===== src/rtl/frame_geometry_cfg_pkg.sv =====
// Shared LCD panel IDs, camera geometry table and FSM encoding for frame_geometry_cfg.
// The LCD driver imports the same constants so both sides agree on one table.
package frame_geometry_cfg_pkg;

   localparam int TABLE_W = 12;

   localparam logic [15:0] LCD_ID_4342 = 16'h4342;
   localparam logic [15:0] LCD_ID_7084 = 16'h7084;
   localparam logic [15:0] LCD_ID_7016 = 16'h7016;
   localparam logic [15:0] LCD_ID_1018 = 16'h1018;
   localparam logic [15:0] LCD_ID_4384 = 16'h4384;

   typedef struct packed {
      logic [TABLE_W-1:0] h;
      logic [TABLE_W-1:0] v;
      logic [TABLE_W-1:0] hts;
      logic [TABLE_W-1:0] vts;
      logic               known;
   } geom_t;

   localparam geom_t GEOM_DEFAULT = '{h: 12'd800,  v: 12'd480, hts: 12'd1800, vts: 12'd1000, known: 1'b0};
   localparam geom_t GEOM_4342    = '{h: 12'd480,  v: 12'd272, hts: 12'd1800, vts: 12'd1000, known: 1'b1};
   localparam geom_t GEOM_7084    = '{h: 12'd800,  v: 12'd480, hts: 12'd1800, vts: 12'd1000, known: 1'b1};
   localparam geom_t GEOM_7016    = '{h: 12'd1024, v: 12'd600, hts: 12'd2200, vts: 12'd1000, known: 1'b1};
   localparam geom_t GEOM_1018    = '{h: 12'd1280, v: 12'd800, hts: 12'd2570, vts: 12'd980,  known: 1'b1};
   localparam geom_t GEOM_4384    = '{h: 12'd800,  v: 12'd480, hts: 12'd1800, vts: 12'd1000, known: 1'b1};

   typedef enum logic [2:0] {
      ST_STABLE,
      ST_LOOKUP,
      ST_MUL,
      ST_ROUND,
      ST_REQ,
      ST_RUN
   } state_t;

   function automatic geom_t lookup_geom(input logic [15:0] id);
      case (id)
         LCD_ID_4342: return GEOM_4342;
         LCD_ID_7084: return GEOM_7084;
         LCD_ID_7016: return GEOM_7016;
         LCD_ID_1018: return GEOM_1018;
         LCD_ID_4384: return GEOM_4384;
         default:     return GEOM_DEFAULT;
      endcase
   endfunction

endpackage


===== src/rtl/frame_geometry_cfg_serial_mult.sv =====
// Serial shift-add multiplier: one partial product per cycle, W cycles after start.
// done is high during the final accumulation cycle, so p is complete on the next cycle.
module serial_mult #(
   parameter int W = 13
) (
   input  logic           clk,
   input  logic           rst,
   input  logic           start,
   input  logic [W-1:0]   a,
   input  logic [W-1:0]   b,
   output logic           busy,
   output logic           done,
   output logic [2*W-1:0] p
);

   localparam int CW = $clog2(W + 1);

   logic [2*W-1:0] mcand;
   logic [W-1:0]   mplier;
   logic [CW-1:0]  step;

   // NOTE: non-blocking assignments so every register updates from its pre-edge value.
   always_ff @(posedge clk) begin
      if (rst) begin
         mcand  <= '0;
         mplier <= '0;
         step   <= '0;
         busy   <= 1'b0;
         p      <= '0;
      end else if (start) begin
         mcand  <= {{W{1'b0}}, a};
         mplier <= b;
         step   <= '0;
         busy   <= 1'b1;
         p      <= '0;
      end else if (busy) begin
         if (mplier[0]) p <= p + mcand;
         mcand  <= mcand << 1;
         mplier <= mplier >> 1;
         step   <= step + 1'b1;
         if (step == CW'(W - 1)) busy <= 1'b0;
      end
   end

   assign done = busy && (step == CW'(W - 1));

endmodule


===== src/rtl/frame_geometry_cfg.sv =====
// Debounces the panel ID and binning mode, looks up camera geometry, computes the
// burst-rounded SDRAM frame size and publishes the whole set through a req/ack handshake.
module frame_geometry_cfg
   import frame_geometry_cfg_pkg::*;
#(
   parameter int PIX_W         = 13,
   parameter int ADDR_W        = 24,
   parameter int STABLE_CYCLES = 16,
   parameter int BURST_LEN     = 256
) (
   input  logic              clk,
   input  logic              rst,
   input  logic [15:0]       lcd_id,
   input  logic              bin_en,
   input  logic              cfg_ack,
   output logic [PIX_W-1:0]  cmos_h_pixel,
   output logic [PIX_W-1:0]  cmos_v_pixel,
   output logic [PIX_W-1:0]  total_h_pixel,
   output logic [PIX_W-1:0]  total_v_pixel,
   output logic [ADDR_W-1:0] sdram_max_addr,
   output logic              id_known,
   output logic              cfg_req,
   output logic              cfg_valid
);

   localparam int CNT_W  = $clog2(STABLE_CYCLES + 1);
   localparam int PROD_W = 2 * PIX_W;
   localparam int WIDE   = (PROD_W + 1 > ADDR_W + 1) ? PROD_W + 1 : ADDR_W + 1;

   localparam logic [WIDE-1:0] ROUND_ADD = WIDE'(BURST_LEN - 1);
   localparam logic [WIDE-1:0] ADDR_MAX  = WIDE'({ADDR_W{1'b1}});
   localparam logic [WIDE-1:0] ADDR_SAT  = ADDR_MAX - ROUND_ADD;

   state_t            state, state_next;
   logic [16:0]       cur, sample;
   logic              change;
   logic [CNT_W-1:0]  stable_cnt;
   logic              cnt_full;
   logic              publish;

   geom_t             tbl;
   logic [PIX_W-1:0]  tbl_h, tbl_v;
   logic [PIX_W-1:0]  sh_h, sh_v, sh_hts, sh_vts;
   logic              sh_known;

   logic              mult_start, mult_busy, mult_done;
   logic [PROD_W-1:0] product;
   logic [WIDE-1:0]   sum, rounded;
   logic [ADDR_W-1:0] addr_next;

   assign cur      = {lcd_id, bin_en};
   assign change   = (cur != sample);
   assign cnt_full = (stable_cnt == CNT_W'(STABLE_CYCLES));

   assign tbl   = lookup_geom(lcd_id);
   assign tbl_h = bin_en ? PIX_W'(tbl.h >> 1) : PIX_W'(tbl.h);
   assign tbl_v = bin_en ? PIX_W'(tbl.v >> 1) : PIX_W'(tbl.v);

   serial_mult #(.W(PIX_W)) u_mult (
      .clk   (clk),
      .rst   (rst),
      .start (mult_start),
      .a     (tbl_h),
      .b     (tbl_v),
      .busy  (mult_busy),
      .done  (mult_done),
      .p     (product)
   );

   // Round up to a whole burst; anything past the address space pins to the last burst.
   assign sum       = WIDE'(product) + ROUND_ADD;
   assign rounded   = sum & ~ROUND_ADD;
   assign addr_next = (rounded > ADDR_MAX) ? ADDR_W'(ADDR_SAT) : ADDR_W'(rounded);

   always_comb begin
      // NOTE: defaults first so no path leaves a signal unassigned and infers a latch.
      state_next = state;
      mult_start = 1'b0;
      case (state)
         ST_STABLE: if (cnt_full) state_next = ST_LOOKUP;
         ST_LOOKUP: begin
            mult_start = 1'b1;
            state_next = ST_MUL;
         end
         ST_MUL: begin
            if (mult_done)      state_next = ST_ROUND;
            else if (!mult_busy) state_next = ST_STABLE;
         end
         ST_ROUND:  state_next = ST_REQ;
         ST_REQ:    if (cfg_ack) state_next = ST_RUN;
         ST_RUN:    state_next = ST_RUN;
         default:   state_next = ST_STABLE;
      endcase
      // An input change always restarts debounce, even against a same-cycle ack.
      if (change) state_next = ST_STABLE;
   end

   assign publish = (state == ST_ROUND) && !change;

   always_ff @(posedge clk) begin
      if (rst) begin
         state          <= ST_STABLE;
         sample         <= '0;
         stable_cnt     <= '0;
         cfg_req        <= 1'b0;
         cfg_valid      <= 1'b0;
         cmos_h_pixel   <= '0;
         cmos_v_pixel   <= '0;
         total_h_pixel  <= '0;
         total_v_pixel  <= '0;
         sdram_max_addr <= '0;
         id_known       <= 1'b0;
      end else begin
         state     <= state_next;
         sample    <= cur;
         cfg_req   <= (state_next == ST_REQ);
         cfg_valid <= (state_next == ST_RUN);
         if (change)         stable_cnt <= '0;
         else if (!cnt_full) stable_cnt <= stable_cnt + 1'b1;
         if (publish) begin
            cmos_h_pixel   <= sh_h;
            cmos_v_pixel   <= sh_v;
            total_h_pixel  <= sh_hts;
            total_v_pixel  <= sh_vts;
            id_known       <= sh_known;
            sdram_max_addr <= addr_next;
         end
      end
   end

   // NOTE: shadow regs are not reset; LOOKUP always writes them before anything reads them.
   always_ff @(posedge clk) begin
      if (state == ST_LOOKUP) begin
         sh_h     <= tbl_h;
         sh_v     <= tbl_v;
         sh_hts   <= PIX_W'(tbl.hts);
         sh_vts   <= PIX_W'(tbl.vts);
         sh_known <= tbl.known;
      end
   end

endmodule


===== config.mk =====
export PLATFORM = sky130hd
export DESIGN_NAME = frame_geometry_cfg
export DESIGN_NICKNAME = d
export VERILOG_FILES = /design/src/rtl/frame_geometry_cfg_pkg.sv /design/src/rtl/frame_geometry_cfg_serial_mult.sv /design/src/rtl/frame_geometry_cfg.sv
export SDC_FILE = /design/constraint.sdc
export NUM_CORES = 1
export LEC_CHECK = 0
export CAP_MARGIN = 20
export CORE_MARGIN = 1
export CORE_UTILIZATION = 56
export DETAILED_ROUTE_END_ITERATION = 10
export GPL_TIMING_DRIVEN = 0
export HOLD_SLACK_MARGIN = 0.12
export PLACE_DENSITY = 0.8
export SYNTH_ARGS = -nofsm -noshare
export SYNTH_HDL_FRONTEND = slang
export SYNTH_HIERARCHICAL = 1
export SYNTH_SLANG_ARGS = --single-unit

===== constraint.sdc =====
create_clock -name clk -period 3.22 [get_ports clk]
set_input_delay 0.322 -clock clk [delete_from_list [all_inputs] [get_ports clk]]
set_output_delay 0.322 -clock clk [all_outputs]
set_load 0.005 [all_outputs]

==> results.json <==
{
  "final.setup_skew_ps": 9.36,
  "drt_iter0_drc": 608,
  "grt_setup_unrepaired": "false",
  "portBuffers": 69,
  "synth_common_cells": "dfxtp_1, nor2_1, a21oi_1",
  "tritoncts": "built",
  "min_path_type": "reg2reg",
  "gp_congestion": 0.884,
  "power.density_nw_per_um2": 414,
  "crit_family": "simple AND/OR/NAND/NOR gates",
  "seq_area_frac_synth_pct": 41.1,
  "die_w_um": 122,
  "r2r_cells": 7,
  "ys_warn_count": 6,
  "crit_path_start": "u_mult/busy",
  "period_needed_ps": 2800,
  "synth_top_flop_cell": "dfxtp_1",
  "path_depth": 7,
  "fmax_ghz": 0.358,
  "postSynthAreaPerCell_um2": 8.99,
  "end_kind": "register",
  "wl_per_cell_um": 15.4,
  "hold_viol": 0,
  "cts_inserted_buffers": 17,
  "drive_gt1_share_pct": 10.5,
  "rr_startpoint": "u_mult/busy",
  "post_cts_buffers": 0,
  "synth_top_area_share_pct": 33.3,
  "drt-total-wl_um": 18800,
  "grt_max_degree": 22,
  "vias": 6858,
  "synthTopCellsByArea": "dfxtp_1, edfxtp_1, a21oi_1",
  "grt_pass1_vias": 6139,
  "grt_pass1_wl_um": 30200,
  "dpl_cell_area_um2": 9190,
  "synth_top_area_cell": "dfxtp_1",
  "r2r_end": "cfg_valid",
  "first_pass_iters": 5,
  "io_pins": 99,
  "gr-usage-all-layers_pct": 25.9,
  "syn_inst": 902,
  "critPathLaunchType": "register",
  "final_net_count": 1080,
  "initial_core_util_pct": 58.0,
  "crit_chain": "clkbuf_1 -> clkbuf_1 -> inv_1 -> nor2_1 -> nor4b_1 -> nor2_1 -> nor3_1",
  "p_leak_nw": 3.71,
  "worstPathMaxFanout": 10,
  "setup_violations": 0,
  "vdd_drop_max_mv": 0.426,
  "synthDistinctLibCells": 76,
  "cp-endpoint": "cfg_valid",
  "cts.path.max_buffers": 2,
  "status": "finished, final reports clean",
  "cp.required_ps": 3570,
  "viasPerCell": 5.61,
  "worst_pin_slew_ps": 707,
  "ys_ff_latch": 156,
  "cts_root_buf": "clkbuf_16",
  "worst-r2r-setup-slack_ps": 420,
  "drv_cap": 0,
  "synth_area_um2": 8110,
  "ctsHoldBuffers": 0,
  "critPathKind": "reg2reg",
  "clkSlewWorstSetupHoldPaths_ps": 70,
  "grt-ovfl-total": 0,
  "rows": 43,
  "dieHeight_um": 122,
  "fin_crit_sh_pct": 86.8,
  "synth-edff-count": 21,
  "async_flop_share_pct": 0,
  "design.die.area_um2": 15000,
  "clk_latency_ps": 430,
  "cp_slowest_cell": "clkbuf_1",
  "remaining_drc_errors": 0,
  "relSlewSlack_pct": 52.4,
  "cp.arrival_ps": 3150,
  "clock-sinks": 156,
  "slowest_delay_ps": 570,
  "core_um2": 14000,
  "slew_viol_final": 0,
  "syn2layout_area_growth_pct": 20.3,
  "n_antenna_cell": 0,
  "yosysMostFrequentCell": "dfxtp_1",
  "cp.buffers_inverters": 3,
  "antenna_found_initial": 0,
  "p_total_w": 0.00404,
  "h-tree-depth": 4,
  "postRouteAntennaNets": 0,
  "design_area_um2": 9760,
  "dp_hpwl_um": 13900,
  "cts_resized": 0,
  "whs_ps": 467
}
==> kinds of logic after synthesis <==
family,after synthesis,synth area share [%]
compound gates,223,17.9
xor+xnor,56,6.05
fa+ha+maj,30,4.72
buf+inv,106,7.13
flops,156,41.1
mux,40,4.94
other cells,1,0.0462
simple gates,290,18.1
==> worst reg2reg max path, cell delays in order (launching register included) <==
cell      delay [ps]
dfxtp_1          460
clkbuf_1         460
clkbuf_1         580
inv_1             90
nor2_1           360
nor4b_1          470
nor2_1           130
nor3_1           180
==> registers in the layout (all words and copies together) (netlist names), 4 cells and up <==
name and count:
cmos_h_pixel 7, u_mult/mcand 26, stable_cnt 5, u_mult/p 26, sdram_max_addr 16, sample 17
cmos_v_pixel 7, sh_hts 4, sh_h 7, u_mult/step 4, u_mult/mplier 13, total_h_pixel 4
sh_v 7
==> worst min path at each step <==
| stage | startpoint | to | slack, ps | cells past startpoint |
|---|---|---|---|---|
| 6_report | cmos_v_pixel[4] | cmos_v_pixel[4] | 470 | 2 |
| 5_1_grt | total_h_pixel[11] | total_h_pixel[11] | 490 | 2 |
| 4_1_cts | cmos_v_pixel[4] | cmos_v_pixel[4] | 470 | 2 |
| 3_5_place_dp | cmos_v_pixel[6] | cmos_v_pixel[6] | 460 | 2 |
| 3_3_place_gp | cmos_v_pixel[2] | cmos_v_pixel[2] | 460 | 2 |
| 2_1_floorplan | lcd_id[9] | sample[10] | 450 | 1 |
==> metrics by stage <==
| step | setup TNS, ps | std cells | util [%] | worst slack, ps |
|---|---|---|---|---|
| 6_report | 0 | 1223 | 69.8 | 424 |
| 5_1_grt | 0 | 1223 | 69.8 | 291 |
| 4_1_cts | 0 | 1223 | 69.8 | 457 |
| 3_5_place_dp | 0 | 1191 | 65.7 | 435 |
| 3_3_place_gp | -2450 | 1190 | 65.6 | -128 |
| 2_1_floorplan | 0 | 941 | - | 623 |
==> power breakdown <==
part / leakage, nW / total (W) / switching, W / internal (W)
clock network: 0.285 / 0.00190 / 0.000830 / 0.00107
logic: 2.15 / 0.000154 / 0.0000839 / 0.0000706
registers: 1.28 / 0.00198 / 0.00000453 / 0.00198
==> cell usage in the layout (no fill, tap or decap), types with 21 or more instances in the layout <==
| master | n |
|---|---|
| o21ai_0 | 21 |
| nor2_1 | 107 |
| a21oi_1 | 98 |
| buf_4 | 43 |
| clkbuf_1 | 31 |
| conb_1 | 40 |
| nand4_1 | 28 |
| clkdlybuf4s50_1 | 69 |
| edfxtp_1 | 21 |
| ha_1 | 29 |
| o31ai_1 | 22 |
| mux2i_1 | 40 |
| dfxtp_1 | 135 |
| xor2_1 | 23 |
| nand2_1 | 55 |
| xnor2_1 | 33 |
==> cell type report <==
type	count	area [µm²]
flip-flops and latches	156	3330
multi-input cells	679	4350
plain buffers	86	503
clock buffers	19	464
clock inverters	13	105
inverters	20	75.1
fillers	1140	4230
well taps	180	225
repair buffers	70	706
==> per-layer routing <==
layer / vias up / share of wire, % / global-route usage [%] / wire (µm)
met1: 3185 / 46 / 35.1 / 8660
li1: 3430 / - / - / -
met3: 33 / 6.1 / 5.58 / 1150
met4: 0 / 2.3 / 9.91 / 435
met5: - / 0 / 0 / 0
met2: 210 / 45 / 40.2 / 8550
(Power assumes the default switching activity.)
